[config.mk]
export PLATFORM = sky130hd
export DESIGN_NAME = serial_addsub_digit
export DESIGN_NICKNAME = d
export VERILOG_FILES = /design/src/rtl/serial_addsub_digit.sv
export SDC_FILE = /design/constraint.sdc
export NUM_CORES = 1
export LEC_CHECK = 0
export CAP_MARGIN = 25
export CORE_MARGIN = 2
export CORE_UTILIZATION = 45
export DETAILED_ROUTE_END_ITERATION = 8
export GPL_TIMING_DRIVEN = 0
export PLACE_DENSITY = 0.74
export SETUP_SLACK_MARGIN = 0.4
export SLEW_MARGIN = 30
export SYNTH_ARGS = -nofsm -noshare
export SYNTH_HDL_FRONTEND = slang
export SYNTH_SLANG_ARGS = --single-unit
[constraint.sdc]
create_clock -name clk -period 3.7 [get_ports clk]
set_input_delay 0.555 -clock clk [delete_from_list [all_inputs] [get_ports clk]]
set_output_delay 0.555 -clock clk [all_outputs]
set_load 0.05 [all_outputs]
[src/rtl/serial_addsub_digit.sv]
// serial_addsub_digit: digit-serial adder/subtractor, LSB digit first.
// Each valid beat adds one DIGIT_W-bit digit of A and B, or A and ~B when
// subtracting. The result digit and the per-operand status appear one
// cycle later.
// Optional feature: define SERIAL_ADDSUB_ZERO_FLAG_EN to add a 'zero'
// output. It reports an all-zero result together with out_last.
//
// state   | meaning
// --------+----------------------------------------------------------
// S_FIRST | waiting for the first beat of an operand (mode sampled here)
// S_BUSY  | inside an operand; carry and mode come from the previous beat
module serial_addsub_digit #(
  parameter int DIGIT_W   = 4,
  parameter int MAX_BEATS = 16
) (
  input  logic               clk,
  input  logic               rst,
  input  logic               vld,
  input  logic [DIGIT_W-1:0] a,
  input  logic [DIGIT_W-1:0] b,
  input  logic               sub,
  input  logic               last,
  output logic               out_vld,
  output logic [DIGIT_W-1:0] sum,
  output logic               out_last,
  output logic               carry_out,
  output logic               overflow,
`ifdef SERIAL_ADDSUB_ZERO_FLAG_EN
  output logic               len_err,
  output logic               zero
`else
  output logic               len_err
`endif
);

  localparam int CNT_W = (MAX_BEATS > 1) ? $clog2(MAX_BEATS) : 1;
  localparam logic [CNT_W-1:0] CNT_LAST = CNT_W'(MAX_BEATS - 1);

  typedef enum logic {S_FIRST, S_BUSY} state_t;

  state_t             state_q, state_d;
  logic               mode_q, mode_d;
  logic               carry_q, carry_d;
  logic [CNT_W-1:0]   cnt_q, cnt_d;

  logic               first_beat;
  logic               mode_eff;
  logic               carry_in;
  logic [DIGIT_W-1:0] b_x;
  logic [DIGIT_W:0]   total;
  logic [DIGIT_W-1:0] s;
  logic               c;
  logic               c_into_msb;
  logic               term;

  assign first_beat = (state_q == S_FIRST);
  assign mode_eff   = first_beat ? sub : mode_q;
  assign carry_in   = first_beat ? sub : carry_q;
  assign b_x        = b ^ {DIGIT_W{mode_eff}};
  assign total      = {1'b0, a} + {1'b0, b_x} + {{DIGIT_W{1'b0}}, carry_in};
  assign s          = total[DIGIT_W-1:0];
  assign c          = total[DIGIT_W];
  // The sum bit is a ^ b ^ carry-in, so the carry into the MSB can be
  // recovered from the MSB bits alone. This holds for any DIGIT_W.
  assign c_into_msb = s[DIGIT_W-1] ^ a[DIGIT_W-1] ^ b_x[DIGIT_W-1];
  assign term       = last | (cnt_q == CNT_LAST);

  // Next state: operand bookkeeping advances only on beats.
  always_comb begin
    state_d = state_q;
    mode_d  = mode_q;
    carry_d = carry_q;
    cnt_d   = cnt_q;
    if (vld) begin
      if (first_beat) mode_d = sub;
      if (term) begin
        state_d = S_FIRST;
        carry_d = 1'b0;
        cnt_d   = '0;
      end else begin
        state_d = S_BUSY;
        carry_d = c;
        cnt_d   = cnt_q + CNT_W'(1);
      end
    end
  end

  // State registers and registered result/status outputs.
  always_ff @(posedge clk or posedge rst) begin
    if (rst) begin
      state_q   <= S_FIRST;
      mode_q    <= 1'b0;
      carry_q   <= 1'b0;
      cnt_q     <= '0;
      out_vld   <= 1'b0;
      sum       <= '0;
      out_last  <= 1'b0;
      carry_out <= 1'b0;
      overflow  <= 1'b0;
      len_err   <= 1'b0;
    end else begin
      state_q  <= state_d;
      mode_q   <= mode_d;
      carry_q  <= carry_d;
      cnt_q    <= cnt_d;
      out_vld  <= vld;
      if (vld) begin
        sum       <= s;
        out_last  <= term;
        carry_out <= term & c;
        overflow  <= term & (c_into_msb ^ c);
        len_err   <= term & ~last;
      end else begin
        out_last  <= 1'b0;
        carry_out <= 1'b0;
        overflow  <= 1'b0;
        len_err   <= 1'b0;
      end
    end
  end

`ifdef SERIAL_ADDSUB_ZERO_FLAG_EN
  logic zacc_q;
  logic zacc_eff;

  // The accumulator is not used on a first beat, so a new operand always
  // starts from "all digits zero so far".
  assign zacc_eff = (first_beat | zacc_q) & (s == '0);

  // Track whether every result digit of the operand has been zero.
  always_ff @(posedge clk or posedge rst) begin
    if (rst) begin
      zacc_q <= 1'b1;
      zero   <= 1'b0;
    end else if (vld) begin
      zacc_q <= term ? 1'b1 : zacc_eff;
      zero   <= term & zacc_eff;
    end else begin
      zero   <= 1'b0;
    end
  end
`endif

endmodule

=== Word-level counts from Yosys, hierarchy flattened ===
Cells that the tools add are included.

* Register bits: 16
* Input port bits: 13
* Output and inout bits: 9
* Logic and storage cells: 32

* Add/sub/neg operators: 3
* Equality and inequality tests: 1
* Multiplexer cells: 9
* Bitwise operators: 9

{| class="wikitable"
|+ Operators with widths
! kind !! number
|-
| $mux 1 || 8
|-
| $add 4x4->5 || 1
|-
| $add 5x1->5 || 1
|-
| $add 4x1->4 const B || 1
|-
| $eq 4x4->1 const B || 1
|-
| $mux 4 || 1
|-
| $xor 4x4->4 || 1
|-
| $and 1x1->1 || 3
|-
| $xor 1x1->1 || 3
|-
| $not 1->1 || 1
|-
| $or 1x1->1 || 1
|}

=== Depth between registers and ports, before layout ===
Gate-level depths: netlist (run 1).

* Word-level depth: 9
* Mapped depth: 10
* Depth with buffers taken out: 10

=== Least setup slack after synthesis (run 1) ===
No wires, ideal clock.

* Kind: input-to-reg
* Start point: input sub
* End point: register overflow
* Library setup time: 72 ps
* Data arrival time: 2598 ps
* Required time: 3628 ps
* Setup slack: 1030 ps
* Stages on the path: 10
* Buffers on the path: 0
* Cell sequence: mux2i_4 xor2_1 fa_1 inv_1 fa_1 a21o_2 a21oi_4 xor2_1 xnor3_1 nor2_1

* Longest elaborated chain between the ends: 9
* Elaborated cells on any way between the ends: 10
* Those cells by class: add/sub: 2; mux: 3; bitwise: 5

{| class="wikitable"
|+ RTL lines
! item !! line !! text
|-
| start, declared || 21 || <nowiki>input logic sub,</nowiki>
|-
| $mux 1 || - ||
|-
| $xor 4x4->4 || 59 || <nowiki>assign b_x = b ^ {DIGIT_W{mode_eff}};</nowiki>
|-
| $add 4x4->5 || 60 || <nowiki>assign total = {1'b0, a} + {1'b0, b_x} + {{DIGIT_W{1'b0}}, carry_in};</nowiki>
|-
| $add 5x1->5 || 60 ||
|-
| $xor 1x1->1 (2 in a row) || 65 || <nowiki>assign c_into_msb = s[DIGIT_W-1] ^ a[DIGIT_W-1] ^ b_x[DIGIT_W-1];</nowiki>
|-
| $xor 1x1->1 (*) || 111 || <nowiki>overflow <= term & (c_into_msb ^ c);</nowiki>
|-
| $and 1x1->1 (*) || 111 ||
|-
| $mux 1 (*) || 107 || <nowiki>if (vld) begin</nowiki>
|-
| end signal, assigned || 111 ||
|-
| end, declared || 27 || <nowiki>output logic overflow,</nowiki>
|}

Mark *: on every way between the ends. The rest lies on a longest branch, timed or not.
A chain may end at the register's enable or synchronous reset.

=== Final worst setup path (run 1) ===
Ends and elaborated chain as after synthesis.

==> metrics.txt, run 1 <==
1st-iter DRT viols 0; Initial Utilization 48.7%; Detail Route Antenna Nets 0; Routability Congestion 0.711; Reg2Reg Launch Point state_q$_DFFE_PP0P_; Critical Path AT 3.22 ns; global-route met3 utilization 6.04%; Setup WS pre-CTS 0.371 ns; most common cell after layout, fill and taps aside clkdlybuf4s50_1; Syn Nets 93; met1 usage 17.3%; Die ar. 0.00227 mm^2; TritonCTS Buffers 3; total iterations of the first detailed-routing run 1; R2R Path End overflow$_DFF_PP0_; Final period util 81.0%; leakage 0.523 nW; core area 0.00176 mm^2; Worst EP required 3.93 ns; I/O pin count 22; Worst-path clk slew 0.09 ns; status finished clean; vias in the first global route 572; skew final 0.00627 ns; Fill cells 160; reg-to-reg slack, setup 0.89 ns; MaxCap Viol Count 0; M2 GR Usage 27.6%; Die Span Y 47.7 um; I/O Buffers 21; post-cts hold buffer count 0; Clock Tree Buf Depth 2; post-synthesis sequential area ratio 46.6%; Remaining DRCs 0; CP Capture Point overflow$_DFF_PP0_; Yosys reg bits 16; YS warnings 0; Die W 47.7 um; Setup CP Type in -> reg; All-Layer GR Usage 15.6%; layout cells sized above 1 9.09%; first-pass GRT wire length 2390 um; initial antenna violation count 0; Post-Route WL 1480 um; synthesized instance count 74; Crit. End Element flip-flop; floorplan row count 15; Mapped Avg Cell Area 11.6 um^2; Slew HR 61.1%; setup TNS 0 ns; Setup Buffers After CTS 0; Clock Sink Count 16; Via density 4.91; Layout Area Growth over Synthesis 32.4%; Max Freq 334 MHz; # setup viols final 0; total congestion overflow 0; Min-Delay Path Class reg -> reg; Startpoint Class input pin; Tmin final 3.00 ns; Critical Path Start sub; Mapped Area 858 um^2; cells on worst reg2reg path 10; largest net degree at the start of global routing 17; worst-path fanout max 6; CTS H-tree lvls 1; Hold Violations, Final 0; clk_lat worst skew 0.29 ns; NumNets Final 119; wire per inst 11.9 um; PostCTS Resize Cnt 0; TritonCTS clock tree done; vias post-DR 609; total power draw 649 uW; Largest regs cnt_q (4), sum (4); Max Slew Vio Count 0; Power Dens Cells 571 mW/mm^2; final worst setup slack 0.702 ns; clock root buffer clkbuf_4; DP HPWL 1150 um; worst slew pin tran 0.583 ns; most used routing layer met2; most frequent cells in the layout clkdlybuf4s50_1 (21), dfrtp_1 (16), nor2_1 (8); RSZ-0062 raised after global routing false; worst vdd ir 0.395 mV; antenna cells 0; count of cell types in the netlist 23
==> metrics by stage <==
step	instance area [um^2]	utilization, %	std cells	hold WS (ns)
finish	1140	64.4	124	0.512
global route	1140	64.4	124	0.544
CTS	1140	64.4	124	0.515
detailed placement	1100	62.3	120	0.502
global placement	1100	62.3	120	0.495
floorplan	858	-	74	0.469
==> area by class of cell <==
class | count | area, um^2 | area share [%]
Multi-Input combinational cell | 50 | 428 | 37.7
Clock buffer | 4 | 36.3 | 3.19
Buffer | 1 | 3.75 | 0.330
Inverter | 7 | 26.3 | 2.31
Sequential cell | 16 | 400 | 35.2
Tap cell | 25 | 31.3 | 2.75
Timing Repair Buffer | 21 | 210 | 18.5
==> cell usage after synthesis <==
| cell type | count | share of area (%) |
|---|---|---|
| xnor3_1 | 2 | 5.2 |
| dfrtp_1 | 16 | 47 |
| mux2i_1 | 3 | 3.5 |
| a21o_1 | 1 | 0.87 |
| clkbuf_1 | 1 | 0.44 |
| a21o_2 | 1 | 1.0 |
| nand4_1 | 1 | 0.73 |
| xor2_1 | 3 | 3.1 |
| a21oi_1 | 3 | 1.7 |
| inv_1 | 7 | 3.1 |
| mux2i_4 | 1 | 2.6 |
| o22ai_1 | 1 | 0.73 |
| fa_1 | 2 | 4.7 |
| and3_1 | 1 | 0.73 |
| nor2b_1 | 1 | 0.73 |
| ha_1 | 4 | 5.8 |
| xnor2_1 | 5 | 5.1 |
| nand2_1 | 4 | 1.7 |
| nor2_1 | 8 | 3.5 |
| o21ai_0 | 4 | 2.3 |
| nand3_1 | 2 | 1.2 |
| mux2_2 | 2 | 2.6 |
| a21oi_4 | 1 | 1.9 |
==> critical path: stages <==
cell             delay, ns
clkdlybuf4s50_1       0.47
mux2i_4               0.30
xor2_1                0.22
fa_1                  0.19
inv_1                 0.06
fa_1                  0.39
a21o_2                0.25
a21oi_4               0.18
xor2_1                0.20
xnor3_1               0.32
nor2_1                0.08
==> how the worst min path moves through the flow <==
stage                                end  slack [ns]            startpoint  cells after the start
CTS                 cnt_q[0]$_DFFE_PP0P_        0.52  cnt_q[0]$_DFFE_PP0P_                      1
global route        cnt_q[0]$_DFFE_PP0P_        0.54  cnt_q[0]$_DFFE_PP0P_                      1
floorplan            carry_out$_DFF_PP0_        0.47                   rst                      1
finish              cnt_q[0]$_DFFE_PP0P_        0.51  cnt_q[0]$_DFFE_PP0P_                      1
global placement    cnt_q[0]$_DFFE_PP0P_        0.49  cnt_q[0]$_DFFE_PP0P_                      1
detailed placement  cnt_q[0]$_DFFE_PP0P_        0.50  cnt_q[0]$_DFFE_PP0P_                      1
==> layer usage <==
metal	vias to the layer above	share of wire, %	routed length [um]
met5	-	0	0
met2	14	53	787
met3	2	4.9	73
li1	295	-	-
met4	0	1.3	19
met1	298	40	597
==> kinds of logic (layout without fill, tap and decap cells) <==
| logic type | count (synthesis) | in the layout | synth area share, % |
|---|---|---|---|
| adders and majority gates | 6 | 6 | 10.5 |
| DFF | 16 | 16 | 46.6 |
| buffers and inverters | 8 | 33 | 3.50 |
| AOI/OAI and AO/OA | 11 | 11 | 8.60 |
| muxes | 6 | 6 | 8.75 |
| xor gates and xnor gates | 10 | 10 | 13.4 |
| and+or+nand+nor | 17 | 17 | 8.60 |
==> report_power, final <==
group	switching (mW)	total, mW	leakage, nW	internal [mW]
Clock	0.0545	0.114	0.0210	0.0599
Combinational	0.172	0.305	0.302	0.134
Sequential	0.0206	0.229	0.200	0.209
Power figures use the tool's default switching activity.
==> inputs of run 2 (changes only) <==
--- a/config.mk
+++ b/config.mk
@@ -7,10 +7,10 @@
 export LEC_CHECK = 0
 export CAP_MARGIN = 25
 export CORE_MARGIN = 2
-export CORE_UTILIZATION = 45
+export CORE_UTILIZATION = 42
 export DETAILED_ROUTE_END_ITERATION = 8
 export GPL_TIMING_DRIVEN = 0
-export PLACE_DENSITY = 0.74
+export PLACE_DENSITY = 0.73
 export SETUP_SLACK_MARGIN = 0.4
 export SLEW_MARGIN = 30
 export SYNTH_ARGS = -nofsm -noshare
==> constraint.sdc (replaced) <==
create_clock -name clk -period 2.7 [get_ports clk]
set_input_delay 0.405 -clock clk [delete_from_list [all_inputs] [get_ports clk]]
set_output_delay 0.405 -clock clk [all_outputs]
set_load 0.05 [all_outputs]
==> run 2 against run 1 <==
Register-to-register slack worse by 0.63 ns; clock power up 33%; routed wire length down 3.6%; highest routed layer is now met3.
==> metrics.txt, run 2 (synthesis gave the netlist of run 1 again) <==
status finished clean; Final period util 90.4%; largest net degree at the start of global routing 17; Post-Route WL 1420 um; All-Layer GR Usage 13.3%; I/O Buffers 21; met1 WL 629 um; worst vdd ir 0.618 mV; I/O pin count 22; vias post-DR 616; Critical Path Start state_q$_DFFE_PP0P_; clk_lat worst skew 0.28 ns; Fill cells 172; Reg2Reg Launch Point state_q$_DFFE_PP0P_; Reg area 402 um^2; most common cell after layout, fill and taps aside clkdlybuf4s50_1; Initial Utilization 44.2%; Tmin final 2.44 ns; Post-Layout Inst Area 0.00121 mm^2; Clock Sink Count 16; first-pass GRT wire length 2480 um; worst slew pin tran 0.579 ns; post-cts hold buffer count 0; skew final 0.00143 ns; core area 0.00194 mm^2; leakage 0.554 nW; max layer used met3; floorplan row count 16; Max Slew Vio Count 0; Max Freq 410 MHz; cells on worst reg2reg path 10; Detail Route Antenna Nets 0; total congestion overflow 0; CTS H-tree lvls 1; total power draw 918 uW; worst-path fanout max 2; Clock Tree Buf Depth 2; final worst setup slack 0.260 ns; Die ar. 0.00242 mm^2; Multi-input gate area 458 um^2; Hold Violations, Final 0; Setup CP Type reg -> reg; Remaining DRCs 0; Area after DPL 0.00111 mm^2; Met3 Wirelength 103 um; Die Span Y 49.2 um; wire per inst 10.9 um; Worst-path clk slew 0.09 ns; Slew HR 61.4%; total iterations of the first detailed-routing run 2; 1st-iter DRT viols 7; Die W 49.2 um; Worst EP required 2.91 ns; RSZ-0062 raised after global routing true; NumNets Final 124; initial antenna violation count 0; Via density 4.70; Crit. End Element flip-flop; Min-Delay Path Class in -> async; TritonCTS Buffers 3; Largest regs cnt_q (4), sum (4); Setup WS pre-CTS -0.372 ns; DR WL met2 691 um; TritonCTS clock tree done; Critical Path AT 2.65 ns; most frequent cells in the layout clkdlybuf4s50_1 (20), dfrtp_1 (15), nor2_1 (8); Routability Congestion 0.664; layout cells sized above 1 20.2%; MaxCap Viol Count 0; Startpoint Class flip-flop; Layout Area Growth over Synthesis 40.5%; Power Dens Cells 761 mW/mm^2; Non-Filler Instances 131; vias in the first global route 575; antenna cells 0; # setup viols final 0; clock root buffer clkbuf_4; number of cells after detailed placement 122; fin util 62.1%; DP HPWL 1080 um
## run 2: what timing repair did
action / 4_1_cts / 5_1_grt
pin swaps: 3 / 6
setup buffers: 3 / 2
setup endpoints to repair: 5 / 2
gates resized for setup: 3 / 4
## run 2: power breakdown
part	internal (mW)	switching (mW)	total [mW]
combinational	0.204	0.249	0.453
sequential	0.286	0.0266	0.313
clock	0.0820	0.0704	0.152
total	0.572	0.346	0.918
## run 2: path summary, 6_finish.rpt
| kind | to | slack, ns |
|---|---|---|
| max | overflow$_DFF_PP0_ | 0.26 |
| min | len_err$_DFF_PP0_ | 0.48 |
| max reg2reg | overflow$_DFF_PP0_ | 0.26 |
| min reg2reg | cnt_q[0]$_DFFE_PP0P_ | 0.52 |
| max in group asynchronous | state_q$_DFFE_PP0P_ | 1.82 |
| min in group clk | cnt_q[0]$_DFFE_PP0P_ | 0.52 |
## run 2: critical path, stage by stage (launching register included)
cell and delay, ns:
dfrtp_2 0.40, mux2i_4 0.27, xor2_2 0.18, fa_2 0.22, inv_2 0.05, fa_2 0.39, a21o_4 0.21, a21oi_4 0.13
xor2_1 0.19, xnor3_1 0.23, nor2_1 0.11
## run 2: cell type report
cell class                 instances  area share, %
clock buffer                       4           3.01
buffer                             1          0.311
timing repair buffer              26           20.4
inverter                           7           2.18
tap                               27           2.80
multi-input combinational         50           38.0
sequential                        16           33.3
## run 2: stage by stage
step                      hold WS, ns  TNS [ns]
after global placement          0.497    -0.306
after CTS                       0.504         0
after floorplan                 0.319         0
after global routing            0.523         0
after detailed placement        0.497    -0.372
final                           0.476         0
## run 2: layer usage
| layer | GRT usage, % | up-vias |
|---|---|---|
| li1 | - | 307 |
| met1 | 17.1 | 292 |
| met2 | 21.4 | 17 |
| met3 | 5.83 | 0 |
| met4 | 1.43 | 0 |
| met5 | 0 | - |
==> inputs of run 3 (changes only) <==
==> constraint.sdc (replaced) <==
create_clock -name clk -period 2.2 [get_ports clk]
set_input_delay 0.33 -clock clk [delete_from_list [all_inputs] [get_ports clk]]
set_output_delay 0.33 -clock clk [all_outputs]
set_load 0.1 [all_outputs]
==> run 3 against run 2 <==
The run now ends with setup timing left; sequential cell count unchanged; routed wire length grew 13%; global-route usage up 2.2 points; combinational power up 70%; critical path depth did not move; die area did not move; register-to-register slack worse by 0.45 ns; sequential share of layout area is 1.4 points lower; first-iteration DRC count rose by 86%; clock skew is 0.0026 ns higher; via count is 8.1% higher; core utilization increased by 2.7 points.
==> metrics.txt, run 3 (synthesis gave the netlist of run 1 again) <==
DP HPWL 1120 um; Layout Area Growth over Synthesis 46.6%; Clock Tree Buf Depth 2; 1st-iter DRT viols 13; Multi-input gate area 480 um^2; Setup CP Type reg -> reg; Power Dens Cells 1040 mW/mm^2; Max Slew Vio Count 0; Min-Delay Path Class in -> async; total congestion overflow 0; # setup viols final 3; Crit. End Element flip-flop; Top cell by count, worst path fa_2; first-pass GRT wire length 2790 um; Detail Route Antenna Nets 0; layout cells sized above 1 31.8%; Slew HR 36.8%; most common cell after layout, fill and taps aside dfrtp_1; floorplan row count 16; Tmin final 2.39 ns; Die W 49.2 um; initial antenna violation count 0; Via density 4.86; RSZ-0062 raised after global routing true; skew final 0.00401 ns; Final period util 109%; All-Layer GR Usage 15.5%; TritonCTS Buffers 3; clk_lat worst skew 0.29 ns; Setup WS pre-CTS -0.742 ns; setup TNS -0.382 ns; CTS H-tree lvls 1; Reg area 402 um^2; TritonCTS clock tree done; slowest CP cell dfrtp_2; WHS 0.398 ns; Critical Path AT 2.61 ns; Max Freq 418 MHz; Largest regs cnt_q (4), sum (4); Worst-path clk slew 0.09 ns; failing checks setup timing; Max stage delay on crit path 0.40 ns; Area after DPL 0.00111 mm^2; largest net degree at the start of global routing 17; CP Cell Sequence mux2i_4, xor2_2, fa_2, inv_2, fa_2, a21o_4, a21oi_4, xor2_1, xnor3_1, nor2_1; CP delay by family, top XOR/XNOR gates; Startpoint Class flip-flop; Hold Violations, Final 0; NumNets Final 131; wire per inst 11.8 um; WP buf/inv 1; core area 0.00194 mm^2; post-cts hold buffer count 0; Worst EP required 2.42 ns; vias in the first global route 647; clock root buffer clkbuf_4; status finished with violations; total iterations of the first detailed-routing run 3; Fill cells 169; leakage 0.599 nW; worst-path fanout max 2; most frequent cells in the layout dfrtp_1 (15), clkdlybuf4s50_1 (11), nor2_1 (8), buf_4 (8), inv_1 (6); Post-Layout Inst Area 0.00126 mm^2; vias post-DR 666; worst vdd ir 0.626 mV; Remaining DRCs 0; Routability Congestion 0.676; final worst setup slack -0.193 ns; Clock Sink Count 16; antenna cells 0; worst slew pin tran 0.951 ns; total power draw 1.31 mW; I/O Buffers 21; Post-Route WL 1610 um; Die ar. 0.00242 mm^2; I/O pin count 22; MaxCap Viol Count 0; Initial Utilization 44.2%; Die Span Y 49.2 um
[run 3: changes by cell type in the layout (fill, tap and decap cells not counted)]
cell             before  now
a21oi_2               1    2
xnor2_1               4    3
clkdlybuf4s15_2       0    1
a21oi_1               2    1
clkdlybuf4s50_1      20   11
clkbuf_2              0    5
clkbuf_8              1    0
clkdlybuf4s15_1       0    3
buf_6                 0    4
buf_4                 5    8
xnor2_4               0    1
[run 3: worst paths after layout]
check / start / endpoint / slack, ns / cells after the start
max in group asynchronous: rst / state_q$_DFFE_PP0P_ / 1.39 / 2
min in group clk: cnt_q[0]$_DFFE_PP0P_ / cnt_q[0]$_DFFE_PP0P_ / 0.51 / 1
max reg2reg: state_q$_DFFE_PP0P_ / overflow$_DFF_PP0_ / -0.19 / 10
min: rst / cnt_q[3]$_DFFE_PP0P_ / 0.40 / 2
max: state_q$_DFFE_PP0P_ / overflow$_DFF_PP0_ / -0.19 / 10
min reg2reg: cnt_q[0]$_DFFE_PP0P_ / cnt_q[0]$_DFFE_PP0P_ / 0.51 / 1
[run 3: what timing repair did]
item	in CTS	in global routing
setup endpoints to repair	15	14
gates resized for setup	23	13
pin swaps	4	7
setup buffers	8	4
[run 3: area by class of cell]
class                   instances  share of cell area [%]
repair buffers                 33                    23.1
flip-flops and latches         16                    31.9
plain buffers                   1                   0.298
multi-input cells              50                    38.2
inverters                       7                    2.09
clock buffers                   3                    1.79
well taps                      27                    2.68
[run 3: power breakdown]
part / leakage, nW / internal [mW] / switching [mW] / total [mW]
Sequential: 0.199 / 0.351 / 0.0324 / 0.383
Clock: 0.0138 / 0.0637 / 0.0887 / 0.152
Combinational: 0.386 / 0.273 / 0.498 / 0.771
Total: 0.599 / 0.688 / 0.619 / 1.31
[run 3: stage by stage]
step                      cells  util, %
final                       137     64.8
after global routing        137     64.8
after CTS                   133     63.3
after detailed placement    122     57.2
after global placement      122     57.2
after floorplan              74        -
[run 3: per-layer routing]
| layer | GRT usage, % | routed length (um) | vias to the layer above |
|---|---|---|---|
| met5 | 0 | 0 | - |
| met4 | 7.14 | 30 | 0 |
| met2 | 26.4 | 853 | 16 |
| li1 | - | - | 318 |
| met1 | 17.7 | 640 | 327 |
| met3 | 4.60 | 85 | 5 |
[run 3: worst register-to-register path: cells and delay by family, from the launching register on]
family                     cells  cell delay [ns]
and+or+nand+nor                1             0.11
xor gates and xnor gates       3             0.59
buffers and inverters          1             0.04
muxes                          1             0.27
AOI/OAI and AO/OA              2             0.35
adders and majority gates      2             0.57
DFF                            1             0.40
